$ cat config.mk
export PLATFORM = sky130hd
export DESIGN_NAME = dot_product_ctrl
export DESIGN_NICKNAME = d
export VERILOG_FILES = /design/src/rtl/dot_product_pkg.sv /design/src/rtl/dot_product_ctrl_mac_unit.sv /design/src/rtl/dot_product_ctrl.sv
export SDC_FILE = /design/constraint.sdc
export NUM_CORES = 1
export LEC_CHECK = 0
export ABC_AREA = 1
export BUFFER_PORTS_ARGS = -buffer_cell sky130_fd_sc_hd__buf_2
export CAP_MARGIN = 20
export CORE_ASPECT_RATIO = 0.7
export CORE_MARGIN = 8
export CORE_UTILIZATION = 45
export CTS_CLUSTER_SIZE = 10
export DETAILED_ROUTE_END_ITERATION = 8
export GPL_TIMING_DRIVEN = 0
export PLACE_DENSITY_LB_ADDON = 0.12
export SLEW_MARGIN = 40
export SYNTH_ARGS = -nofsm -noshare
export SYNTH_HDL_FRONTEND = slang
export SYNTH_HIERARCHICAL = 1
export SYNTH_SLANG_ARGS = --single-unit
export TNS_END_PERCENT = 10
$ cat constraint.sdc
create_clock -name clk -period 4.4 [get_ports clk]
set_input_delay 0.22 -clock clk [delete_from_list [all_inputs] [get_ports clk]]
set_output_delay 0.22 -clock clk [all_outputs]
set_load 0.02 [all_outputs]
$ cat src/rtl/dot_product_pkg.sv
// Shared constants and FSM state type for the dot-product controller.
// Contents: ELEM_W (element width), N_ELEM (elements per vector), ACC_W (accumulator width),
// derived widths, and the controller state enum.
package dot_product_pkg;

    localparam int unsigned ELEM_W = 8;
    localparam int unsigned N_ELEM = 4;
    localparam int unsigned ACC_W  = 18;
    localparam int unsigned PROD_W = 2 * ELEM_W;
    localparam int unsigned IDX_W  = $clog2(N_ELEM);
    localparam int unsigned VEC_W  = ELEM_W * N_ELEM;

    typedef enum logic [1:0] {
        StIdle,
        StFeed,
        StDrain,
        StDone
    } state_t;

endpackage

$ cat src/rtl/dot_product_ctrl_mac_unit.sv
// mac_unit: 8x8 multiply feeding an 18-bit accumulator.
// The operands arrive from registers in the controller, so the product path starts at a flop.
// Ports:
//   clk, rst  - clock, synchronous active-high reset
//   clr       - clear accumulator (priority over en)
//   en        - add a*b into the accumulator on this edge
//   a, b      - ELEM_W-bit operands
//   acc_sum   - accumulator plus current product (the value the next enabled edge stores)
// Macro DOT_PRODUCT_SIGNED_EN: when defined operands are two's complement, else unsigned.
module mac_unit
    import dot_product_pkg::*;
(
    input  logic              clk,
    input  logic              rst,
    input  logic              clr,
    input  logic              en,
    input  logic [ELEM_W-1:0] a,
    input  logic [ELEM_W-1:0] b,
    output logic [ACC_W-1:0]  acc_sum
);

    logic [ACC_W-1:0] acc;
    logic [ACC_W-1:0] prod_ext;

`ifdef DOT_PRODUCT_SIGNED_EN
    logic signed [PROD_W-1:0] prod;
    assign prod     = $signed(a) * $signed(b);
    assign prod_ext = {{(ACC_W-PROD_W){prod[PROD_W-1]}}, prod};
`else
    logic [PROD_W-1:0] prod;
    assign prod     = a * b;
    assign prod_ext = {{(ACC_W-PROD_W){1'b0}}, prod};
`endif

    // Same adder in both modes: two's complement makes the signed sum bit-identical.
    assign acc_sum = acc + prod_ext;

    always_ff @(posedge clk) begin
        if (rst || clr) begin
            acc <= '0;
        end else if (en) begin
            acc <= acc_sum;
        end
    end

endmodule

$ cat src/rtl/dot_product_ctrl.sv
// dot_product_ctrl: accepts a pair of 4x8-bit packed vectors, feeds element pairs to a MAC one
// per cycle and returns the 18-bit dot product, held until acknowledged.
// Ports:
//   clk, rst              - clock, synchronous active-high reset
//   in_valid / in_ready   - input handshake for A_entire/B_entire
//   A_entire, B_entire    - packed input vectors
//   elem_A, elem_B        - element pair presented to the MAC (held when mac_enable=0)
//   mac_enable            - elem_A/elem_B are being accumulated
//   result / result_valid - dot product, valid until result_ack
//   result_ack            - consumer accepts result (only honoured while done)
//   busy                  - controller not idle
// Parameter MSB_FIRST: 1 feeds byte [31:24] first, 0 feeds byte [7:0] first.
// Macro DOT_PRODUCT_SIGNED_EN selects signed elements (see mac_unit).
module dot_product_ctrl
    import dot_product_pkg::*;
#(
    parameter int unsigned MSB_FIRST = 1
) (
    input  logic              clk,
    input  logic              rst,
    input  logic              in_valid,
    output logic              in_ready,
    input  logic [VEC_W-1:0]  A_entire,
    input  logic [VEC_W-1:0]  B_entire,
    output logic [ELEM_W-1:0] elem_A,
    output logic [ELEM_W-1:0] elem_B,
    output logic              mac_enable,
    output logic [ACC_W-1:0]  result,
    output logic              result_valid,
    input  logic              result_ack,
    output logic              busy
);

    state_t            state;
    logic [VEC_W-1:0]  a_q;
    logic [VEC_W-1:0]  b_q;
    logic [IDX_W-1:0]  idx;
    logic [IDX_W-1:0]  sel;
    logic              accept;
    logic [ACC_W-1:0]  acc_sum;

    assign in_ready = (state == StIdle);
    assign busy     = (state != StIdle);
    assign accept   = in_valid && in_ready;

    // Map feed order onto byte position within the captured word.
    assign sel = (MSB_FIRST != 0) ? (IDX_W'(N_ELEM - 1) - idx) : idx;

    always_ff @(posedge clk) begin
        if (rst) begin
            state        <= StIdle;
            a_q          <= '0;
            b_q          <= '0;
            idx          <= '0;
            elem_A       <= '0;
            elem_B       <= '0;
            mac_enable   <= 1'b0;
            result       <= '0;
            result_valid <= 1'b0;
        end else begin
            case (state)
                StIdle: begin
                    if (in_valid) begin
                        a_q   <= A_entire;
                        b_q   <= B_entire;
                        idx   <= '0;
                        state <= StFeed;
                    end
                end
                StFeed: begin
                    elem_A     <= a_q[sel*ELEM_W +: ELEM_W];
                    elem_B     <= b_q[sel*ELEM_W +: ELEM_W];
                    mac_enable <= 1'b1;
                    idx        <= idx + IDX_W'(1);
                    if (idx == IDX_W'(N_ELEM - 1)) begin
                        state <= StDrain;
                    end
                end
                StDrain: begin
                    // Last product is still in flight; take the sum the MAC stores this edge.
                    mac_enable   <= 1'b0;
                    result       <= acc_sum;
                    result_valid <= 1'b1;
                    state        <= StDone;
                end
                StDone: begin
                    if (result_ack) begin
                        result_valid <= 1'b0;
                        state        <= StIdle;
                    end
                end
                default: state <= StIdle;
            endcase
        end
    end

    mac_unit u_mac (
        .clk     (clk),
        .rst     (rst),
        .clr     (accept),
        .en      (mac_enable),
        .a       (elem_A),
        .b       (elem_B),
        .acc_sum (acc_sum)
    );

endmodule

## Yosys cells after proc, flatten, opt, wreduce, memory -nomap -nowiden

Cells that the tools add are included.

- Register bits: 122
- Latch bits: 0
- RAM bits: 0
- ROM bits: 0
- Input port bits: 68
- Output and inout port bits: 38
- Word-level logic and storage cells: 43
- Memories: 0

- Add/sub/neg operators: 3
- Multiply operators: 1
- Div/mod/pow operators: 0
- Magnitude comparators: 0
- Equal/unequal tests: 7
- Shift-type cells: 2
- Mux-type cells: 9
- Bitwise gates (word level): 0
- Reduce and logical (&&, ||, !) cells: 11

Operator list:

| operator | count |
|---|---|
| variable part select 32 x 6 -> 8 bit | 2 |
| adder 18 x 16 -> 18 bit | 1 |
| multiplier 8 x 8 -> 16 bit | 1 |
| 2-to-1 mux 2 bit | 4 |
| case mux 2 bit (4 select lines) | 1 |
| nonzero test 2 bit | 4 |
| == test 2 bit (second input constant) | 3 |
| != test 2 bit (second input constant) | 3 |
| AND reduction 2 bit | 3 |
| case mux 1 bit (2 select lines) | 2 |
| case mux 2 bit (2 select lines) | 1 |
| AND reduction 3 bit | 1 |
| adder 2 x 1 -> 2 bit (second input constant) | 1 |
| == test 2 x 1 -> 1 bit (second input constant) | 1 |
| logical NOT 2 bit | 1 |
| subtractor 2 bit (first input constant) | 1 |
| logical AND 1 bit | 1 |
| logical OR 1 bit | 1 |
| 2-to-1 mux 1 bit | 1 |

## Logic depth before layout (Yosys ltp)

Gate-level depths: netlist of the first run.

- Word-level depth: 3
- Mapped depth: 22
- Mapped depth without buffers: 21

## Hierarchy

The synthesis of the first run kept the hierarchy.

By module, submodules not included:

| module | instances | cells each | area an instance (µm²) | seq. area each (µm²) |
|---|---|---|---|---|
| dot_product_ctrl | 1 | 578 | 4257.8 | 2082.0 |
| mac_unit | 1 | 541 | 3654.8 | 360.3 |

## Least setup slack after synthesis of the first run

No wires, ideal clock.

- Kind: register to register
- Start point: reg elem_B[0]
- End point: reg result[17]
- Setup time: 0.116 ns
- Data arrival time: 3.970 ns
- Required time: 4.284 ns
- Path slack: 0.314 ns
- Stages on the path, launching flop included: 20
- Buffers on the path: 1
- Clock period less this slack: 4.086 ns
- Cells stage by stage: dfxtp_1 clkbuf_1 nand2_1 fa_1 inv_1 fa_1 inv_1 fa_1 fa_1 inv_1 ha_1 or2_0 nand3_1 nand2_1 nand2_1 nand2_1 nand2_1 nand2_1 nor2_1 nor2_1

- Cells in the longest elaborated chain, start to end: 2

RTL lines:

| element | line | source |
|---|---|---|
| start, declared | dot_product_ctrl.sv:26 | `output logic [ELEM_W-1:0] elem_B,` |
| start signal, assigned | dot_product_ctrl.sv:72 | `elem_B <= b_q[sel*ELEM_W +: ELEM_W];` |
| multiplier 8 x 8 -> 16 bit | dot_product_ctrl_mac_unit.sv:31 | `assign prod = a * b;` |
| adder 18 x 16 -> 18 bit | dot_product_ctrl_mac_unit.sv:36 | `assign acc_sum = acc + prod_ext;` |
| net acc_sum[17] | dot_product_ctrl.sv:40 | `logic [ACC_W-1:0] acc_sum;` |
| end signal, assigned | dot_product_ctrl.sv:82 | `result <= acc_sum;` |
| end, declared | dot_product_ctrl.sv:28 | `output logic [ACC_W-1:0] result,` |

The timed path passes the listed nets, and every way through them passes these cells.
A chain may end at the register's enable or synchronous reset.

## Worst setup path in the final report of the first run

- Start point: reg elem_A[3]
- End point: reg result[13]

- Cells in the longest elaborated chain, start to end: 2

RTL lines:

| element | line | source |
|---|---|---|
| start, declared | dot_product_ctrl.sv:25 | `output logic [ELEM_W-1:0] elem_A,` |
| start signal, assigned | dot_product_ctrl.sv:71 | `elem_A <= a_q[sel*ELEM_W +: ELEM_W];` |
| multiplier 8 x 8 -> 16 bit | dot_product_ctrl_mac_unit.sv:31 |  |
| adder 18 x 16 -> 18 bit | dot_product_ctrl_mac_unit.sv:36 |  |
| net acc_sum[13] | dot_product_ctrl.sv:40 |  |

The timed path passes the listed nets, and every way through them passes these cells.

==> results.sh, run 1 <==
export IMPL_critPathMostFrequentCell="nand2_1"
export IMPL_antenna_cells=0
export IMPL_syn_cell_area_um2=7910
export IMPL_syn_inst=1119
export IMPL_antenna_left=0
export IMPL_synthTopCellsByArea="dfxtp_1, fa_1, nand2_1"
export IMPL_portBuffers=105
export IMPL_via_count=7025
export IMPL_ys_ff_latch=122
export IMPL_cp_arrival_ns=4.52
export IMPL_cp_slowest_cell="fa_1"
export IMPL_area_growth_pct=18.3
export IMPL_whs_path_depth=3
export IMPL_place_area_um2=8730
export IMPL_final_hold_violation_count=0
export IMPL_antenna_found_initial=0
export IMPL_crit_path_end_kind="flop"
export IMPL_clk_latency_ns=0.42
export IMPL_numCtsBuffers=17
export IMPL_core_rowCount=40
export IMPL_r2r_setup_slack_ns=0.20
export IMPL_cts_sinks=122
export IMPL_grt_max_degree=17
export IMPL_drt_total_wl_um=21500
export IMPL_timing_final_crit_period_ns=4.20
export IMPL_place_congestion=0.838
export IMPL_dieArea_um2=22200
export IMPL_crit_chain="buf_2 -> nand2_1 -> fa_1 -> fa_1 -> inv_1 -> fa_1 -> inv_1 -> fa_1 -> inv_1 -> ha_4 -> nand2_1 -> inv_1 -> nand3_1 -> nand2_1 -> nand2_1 -> nand3_1 -> nand2_1 -> nor2_1 -> nor2_1"
export IMPL_synth_edf_count=0
export IMPL_p_seq_share_pct=29.5
export IMPL_final_setup_viol_count=0
export IMPL_p_int_w=0.00324
export IMPL_max_clock_freq_ghz=0.238
export IMPL_path_clk_slew_ns=0.06
export IMPL_finalSetupTns_ns=0
export IMPL_pwr_share_comb_pct=46.0
export IMPL_rsz0062_at_grt="false"
export IMPL_ir_worst_vdd_mv=0.358
export IMPL_fin_nets=1399
export IMPL_die_h_um=127
export IMPL_routed_via_density=4.75
export IMPL_drt_iter0_drc=443
export IMPL_synth_seq_area_share_pct=30.9
export IMPL_synth_top_area_share_pct=30.9
export IMPL_power_share_clock_pct=24.5
export IMPL_critPathMaxStageDelay_ns=0.55
export IMPL_core_region_area_um2=17200
export IMPL_period_share_pct=95.5
export IMPL_required_ns=4.71
export IMPL_die_x_um=174
export IMPL_cp_num_buf_inv=5
export IMPL_cts_root_buffer="clkbuf_16"
export IMPL_path_class="reg2reg"
export IMPL_hold_start="B_entire[22]"
export IMPL_synth_nets=1282
export IMPL_yosys_warnings=6
export IMPL_r2r_cells=19
export IMPL_critPathMaxFanout=8
export IMPL_h_tree_depth=4
export IMPL_cts_setup_buffers=0
export IMPL_powerDensity_nw_per_um2=617
export IMPL_switchingPower_w=0.00253
export IMPL_grt_pass1_vias=6703
export IMPL_cap_violations=0
export IMPL_postSynthAreaPerCell_um2=7.07
export IMPL_max_slew_margin_pct=66.7
export IMPL_io_pins=106
export IMPL_grt_remaining_overflow=0
export IMPL_r2r_start="elem_A[3]"
export IMPL_finalPower_w=0.00577
export IMPL_r2r_end="result[13]"
export IMPL_hold_class="in2reg"
export IMPL_start_util_pct=46.1
export IMPL_synth_most_common_cell="nand2_1"
export IMPL_swShare_pct=43.9
export IMPL_final_cell_area_um2=9360
export IMPL_synth_ff_type="dfxtp_1"
export IMPL_clockBufferDepth=2
export IMPL_start_kind="flop"
export IMPL_synth_largest_area_cell="dfxtp_1"
export IMPL_grt_pass1_wl_um=34900
export IMPL_drive_above_1_share_pct=17.1
export IMPL_finClkSkew_ns=0.00794
export IMPL_drc=0
export IMPL_worst_slew_pin_slew_ns=0.500
export IMPL_outcome="finished clean"
export IMPL_async_reset_ff_share_pct=0
export IMPL_p_leak_nw=5.08
export IMPL_cts_tree="done"
export IMPL_grt_util_all_layers_pct=19.8
export IMPL_synth_cell_type_count=28
export IMPL_hold_end="b_q[22]"
export IMPL_maxSlewViolCount=0
export IMPL_dpl_hpwl_um=17200
export IMPL_dr_pass1_iters=5
export IMPL_critPathTopFamily="adder cells"
export IMPL_synth_common_cells="nand2_1, nor2_1, inv_1"
export IMPL_wire_per_inst_um=14.5
==> through the flow <==
stage | util (%) | hold WS [ns] | std cells | setup WS [ns]
after CTS | 54.2 | 0.0242 | 1480 | 0.0157
after detailed placement | 50.8 | 0.440 | 1455 | -0.143
after global routing | 54.5 | 0.0270 | 1480 | 0.00368
after global placement | 50.8 | 0.442 | 1455 | -0.110
after floorplan | - | 0.289 | 1119 | 0.314
final | 54.5 | 0.0314 | 1480 | 0.196
==> power by group through the flow <==
stage / Combinational, W / Sequential (W) / Clock, W
global route: 0.00299 / 0.00174 / 0.00149
finish: 0.00266 / 0.00170 / 0.00141
floorplan: 0.00176 / 0.00174 / 0
detailed placement: 0.00265 / 0.00165 / 0
CTS: 0.00260 / 0.00169 / 0.00143
global placement: 0.00263 / 0.00164 / 0
==> how the worst max path moves through the flow <==
| stage | from | endpoint | slack (ns) | cells past startpoint |
|---|---|---|---|---|
| 2_1_floorplan | elem_B[0] | result[17] | 0.31 | 19 |
| 3_3_place_gp | elem_B[2] | result[9] | -0.11 | 18 |
| 3_5_place_dp | elem_A[7] | result[9] | -0.14 | 18 |
| 4_1_cts | elem_B[2] | result[8] | 0.02 | 18 |
| 5_1_grt | elem_A[3] | result[9] | 0.004 | 18 |
| 6_report | elem_A[3] | result[13] | 0.20 | 19 |
==> area by class of cell <==
class	count	area [um2]
fillers	1728	7810
multi-input cells	746	4380
flip-flops and latches	122	2450
inverters	187	704
repair buffers	106	536
clock buffers	17	425
plain buffers	56	403
well taps	231	289
clock inverters	15	165
==> flip-flops by register name, indices dropped and copies added (netlist names) <==
signal	cells
state	2
u_mac/acc	18
b_q	32
idx	2
elem_A	8
a_q	32
mac_enable	1
result_valid	1
elem_B	8
result	18
==> worst register-to-register path, cell delays in order (launching register included) <==
cell	delay, ns
dfxtp_1	0.36
buf_2	0.25
nand2_1	0.10
fa_1	0.48
fa_1	0.54
inv_1	0.05
fa_1	0.49
inv_1	0.07
fa_1	0.55
inv_1	0.08
ha_4	0.29
nand2_1	0.07
inv_1	0.06
nand3_1	0.07
nand2_1	0.13
nand2_1	0.09
nand3_1	0.09
nand2_1	0.09
nor2_1	0.16
nor2_1	0.07
==> layout by cell type (no fill, tap or decap), types with 10 or more instances in the layout <==
master     Yosys  routed
nor2_1       193     193
buf_4          8      10
buf_6         16      16
fa_1          50      50
nand2_1      238     238
ha_1          45      42
clkbuf_16      0      17
dfxtp_1      122     114
nand3_1       54      54
inv_1        182     182
buf_2         16     122
a21oi_1       36      35
o21ai_1       19      19
o21ai_0       86      86
==> repair_timing <==
action,4_1_cts,5_1_grt
hold buffers,1,0
endpoints found under the hold margin,2,0
gates resized for setup,7,26
endpoints found under the setup margin,16,20
==> layer usage <==
metal / share of wire [%] / vias to the layer above / global-route usage (%)
met4: 0.59 / 0 / 3.83
li1: - / 3632 / -
met5: 0 / - / 0
met3: 7.8 / 13 / 5.96
met2: 37 / 193 / 25.7
met1: 54 / 3187 / 31.0
==> cells by family after synthesis <==
group / synth area share, %
simple gates: 25.0
buf+inv: 14.1
compound gates: 9.30
flops: 30.9
fa+ha+maj: 19.8
xor+xnor: 0.980
Power figures use the tool's default switching activity.
==> inputs of run 2 (changes only) <==
--- a/config.mk
+++ b/config.mk
@@ -10,7 +10,7 @@
 export CAP_MARGIN = 20
 export CORE_ASPECT_RATIO = 0.7
 export CORE_MARGIN = 8
-export CORE_UTILIZATION = 45
+export CORE_UTILIZATION = 50
 export CTS_CLUSTER_SIZE = 10
 export DETAILED_ROUTE_END_ITERATION = 8
 export GPL_TIMING_DRIVEN = 0
==> run 2 against run 1 <==
Net effect: register-to-register slack worse by 0.02 ns; sequential share of layout area rose by 0.16 points; critical path depth decreased by 2; hold slack lost 0.014 ns; flip-flop and latch count did not move; sequential power is essentially flat; non-clock buffer count decreased by 1; global-route usage increased by 2.0 points; via count is 1.9% higher; cell count down 2.2%; count of clock-buffer cells in the layout increased by 1; critical endpoint is now result[10]; largest cell class unchanged; highest routed layer unchanged.
==> results.sh, run 2 (same netlist as run 1, synthesis figures left out) <==
export IMPL_finClkSkew_ns=0.0136
export IMPL_numCtsBuffers=17
export IMPL_post_place_cells=1424
export IMPL_top_usage_layer="met1"
export IMPL_period_share_pct=95.9
export IMPL_dr_pass1_iters=6
export IMPL_cp_slowest_cell="fa_1"
export IMPL_hold_ws_ns=0.0172
export IMPL_met1_usage_pct=32.5
export IMPL_drc=0
export IMPL_drt_total_wl_um=21200
export IMPL_antenna_left=0
export IMPL_finalWorstSetupSlack_ns=0.180
export IMPL_grt_remaining_overflow=0
export IMPL_timing_final_crit_period_ns=4.22
export IMPL_finalSetupTns_ns=0
export IMPL_path_clk_slew_ns=0.07
export IMPL_clk_latency_ns=0.44
export IMPL_antenna_found_initial=0
export IMPL_cts_setup_buffers=0
export IMPL_clockBufferDepth=2
export IMPL_cap_violations=0
export IMPL_critPathMaxStageDelay_ns=0.52
export IMPL_area_growth_pct=17.6
export IMPL_final_hold_violation_count=0
export IMPL_h_tree_depth=4
export IMPL_max_clock_freq_ghz=0.237
export IMPL_via_count=7155
export IMPL_worst_slew_pin_slew_ns=0.530
export IMPL_dpl_hpwl_um=16800
export IMPL_met3_usage_pct=6.69
export IMPL_cts_root_buffer="clkbuf_16"
export IMPL_max_slew_margin_pct=64.7
export IMPL_wire_per_inst_um=14.6
export IMPL_start_util_pct=51.0
export IMPL_fin_nets=1398
export IMPL_ir_worst_vdd_mv=0.424
export IMPL_drive_above_1_share_pct=17.2
export IMPL_final_setup_viol_count=0
export IMPL_dpl_worst_slack_ns=-0.0689
export IMPL_die_h_um=121
export IMPL_hold_class="in2reg"
export IMPL_antenna_cells=0
export IMPL_p_leak_nw=5.08
export IMPL_grt_pass1_wl_um=35000
export IMPL_drt_iter0_drc=512
export IMPL_routed_via_density=4.94
export IMPL_start_kind="flop"
export IMPL_cp_num_buf_inv=4
export IMPL_maxSlewViolCount=0
export IMPL_grt_util_all_layers_pct=21.8
export IMPL_io_pins=106
export IMPL_crit_chain="buf_2 -> nand2_1 -> fa_1 -> fa_1 -> inv_1 -> fa_1 -> inv_1 -> fa_1 -> inv_1 -> ha_2 -> nand2_1 -> nand2_1 -> a21oi_1 -> nand2_1 -> xor2_1 -> nor2_1 -> nor2_1"
export IMPL_core_region_area_um2=15500
export IMPL_crit_path_end_kind="flop"
export IMPL_critPathMaxFanout=8
export IMPL_finalPower_w=0.00575
export IMPL_critPathTopFamily="adder cells"
export IMPL_required_ns=4.78
export IMPL_powerDensity_nw_per_um2=618
export IMPL_path_class="reg2reg"
export IMPL_cp_arrival_ns=4.60
export IMPL_core_rowCount=38
export IMPL_rsz0062_at_grt="false"
export IMPL_cts_tree="done"
export IMPL_use_met2_pct=29.7
export IMPL_outcome="finished clean"
export IMPL_fin_cells=1448
export IMPL_dieArea_um2=20200
export IMPL_grt_pass1_vias=6816
export IMPL_portBuffers=105
export IMPL_grt_max_degree=17
export IMPL_die_x_um=166
export IMPL_layout_common_cells="nand2_1, nor2_1, inv_1, buf_2, dfxtp_1"
export IMPL_largestRegisters="a_q (32), b_q (32)"
export IMPL_cts_sinks=122
export IMPL_place_congestion=0.904
export IMPL_final_common_cell="nand2_1"
[run 2: stage by stage]
stage,util (%),area [um2]
floorplan,-,7910
global placement,56.1,8690
detailed placement,56.1,8690
CTS,59.7,9250
global route,60.0,9310
finish,60.0,9310
[run 2: final timing paths]
kind,start,end,slack (ns),cells after the start
setup / recovery,elem_B[6],result[10],0.18,17
hold / removal,A_entire[4],a_q[4],0.02,3
setup reg to reg,elem_B[6],result[10],0.18,17
hold reg to reg,u_mac/acc[0],u_mac/acc[0],0.47,2
[run 2: report_power, final]
| part | switching, W | internal [W] | leakage [nW] | total [W] |
|---|---|---|---|---|
| clock | 0.000597 | 0.000816 | 0.290 | 0.00141 |
| combinational | 0.00170 | 0.000936 | 3.79 | 0.00263 |
| sequential | 0.000263 | 0.00144 | 1.01 | 0.00171 |
[run 2: what timing repair did]
| item | 4_1_cts | 5_1_grt |
|---|---|---|
| resized for setup | 3 | 34 |
| hold buffers | 0 | 0 |
| endpoints found under the setup margin | 12 | 22 |
[run 2: layout make-up]
type	count	area, um2
buffer	56	404
timing repair buffer	105	526
clock buffer	18	439
sequential	122	2450
fill	1527	6190
inverter	187	704
multi-input combinational	746	4380
clock inverter	14	153
tap	200	250
[run 2: layer usage]
metal	part of all wire [%]	routed length [um]	vias to the layer above
met3	8.4	1770	28
met1	53	11300	3253
li1	-	-	3628
met5	0	0	-
met4	1.1	232	0
met2	37	7920	246
[run 2: worst reg2reg max path, stage by stage (launching register included)]
cell,delay (ns)
dfxtp_1,0.40
buf_2,0.26
nand2_1,0.11
fa_1,0.48
fa_1,0.48
inv_1,0.05
fa_1,0.49
inv_1,0.06
fa_1,0.53
inv_1,0.06
ha_2,0.37
nand2_1,0.06
nand2_1,0.13
a21oi_1,0.09
nand2_1,0.08
xor2_1,0.31
nor2_1,0.09
nor2_1,0.11
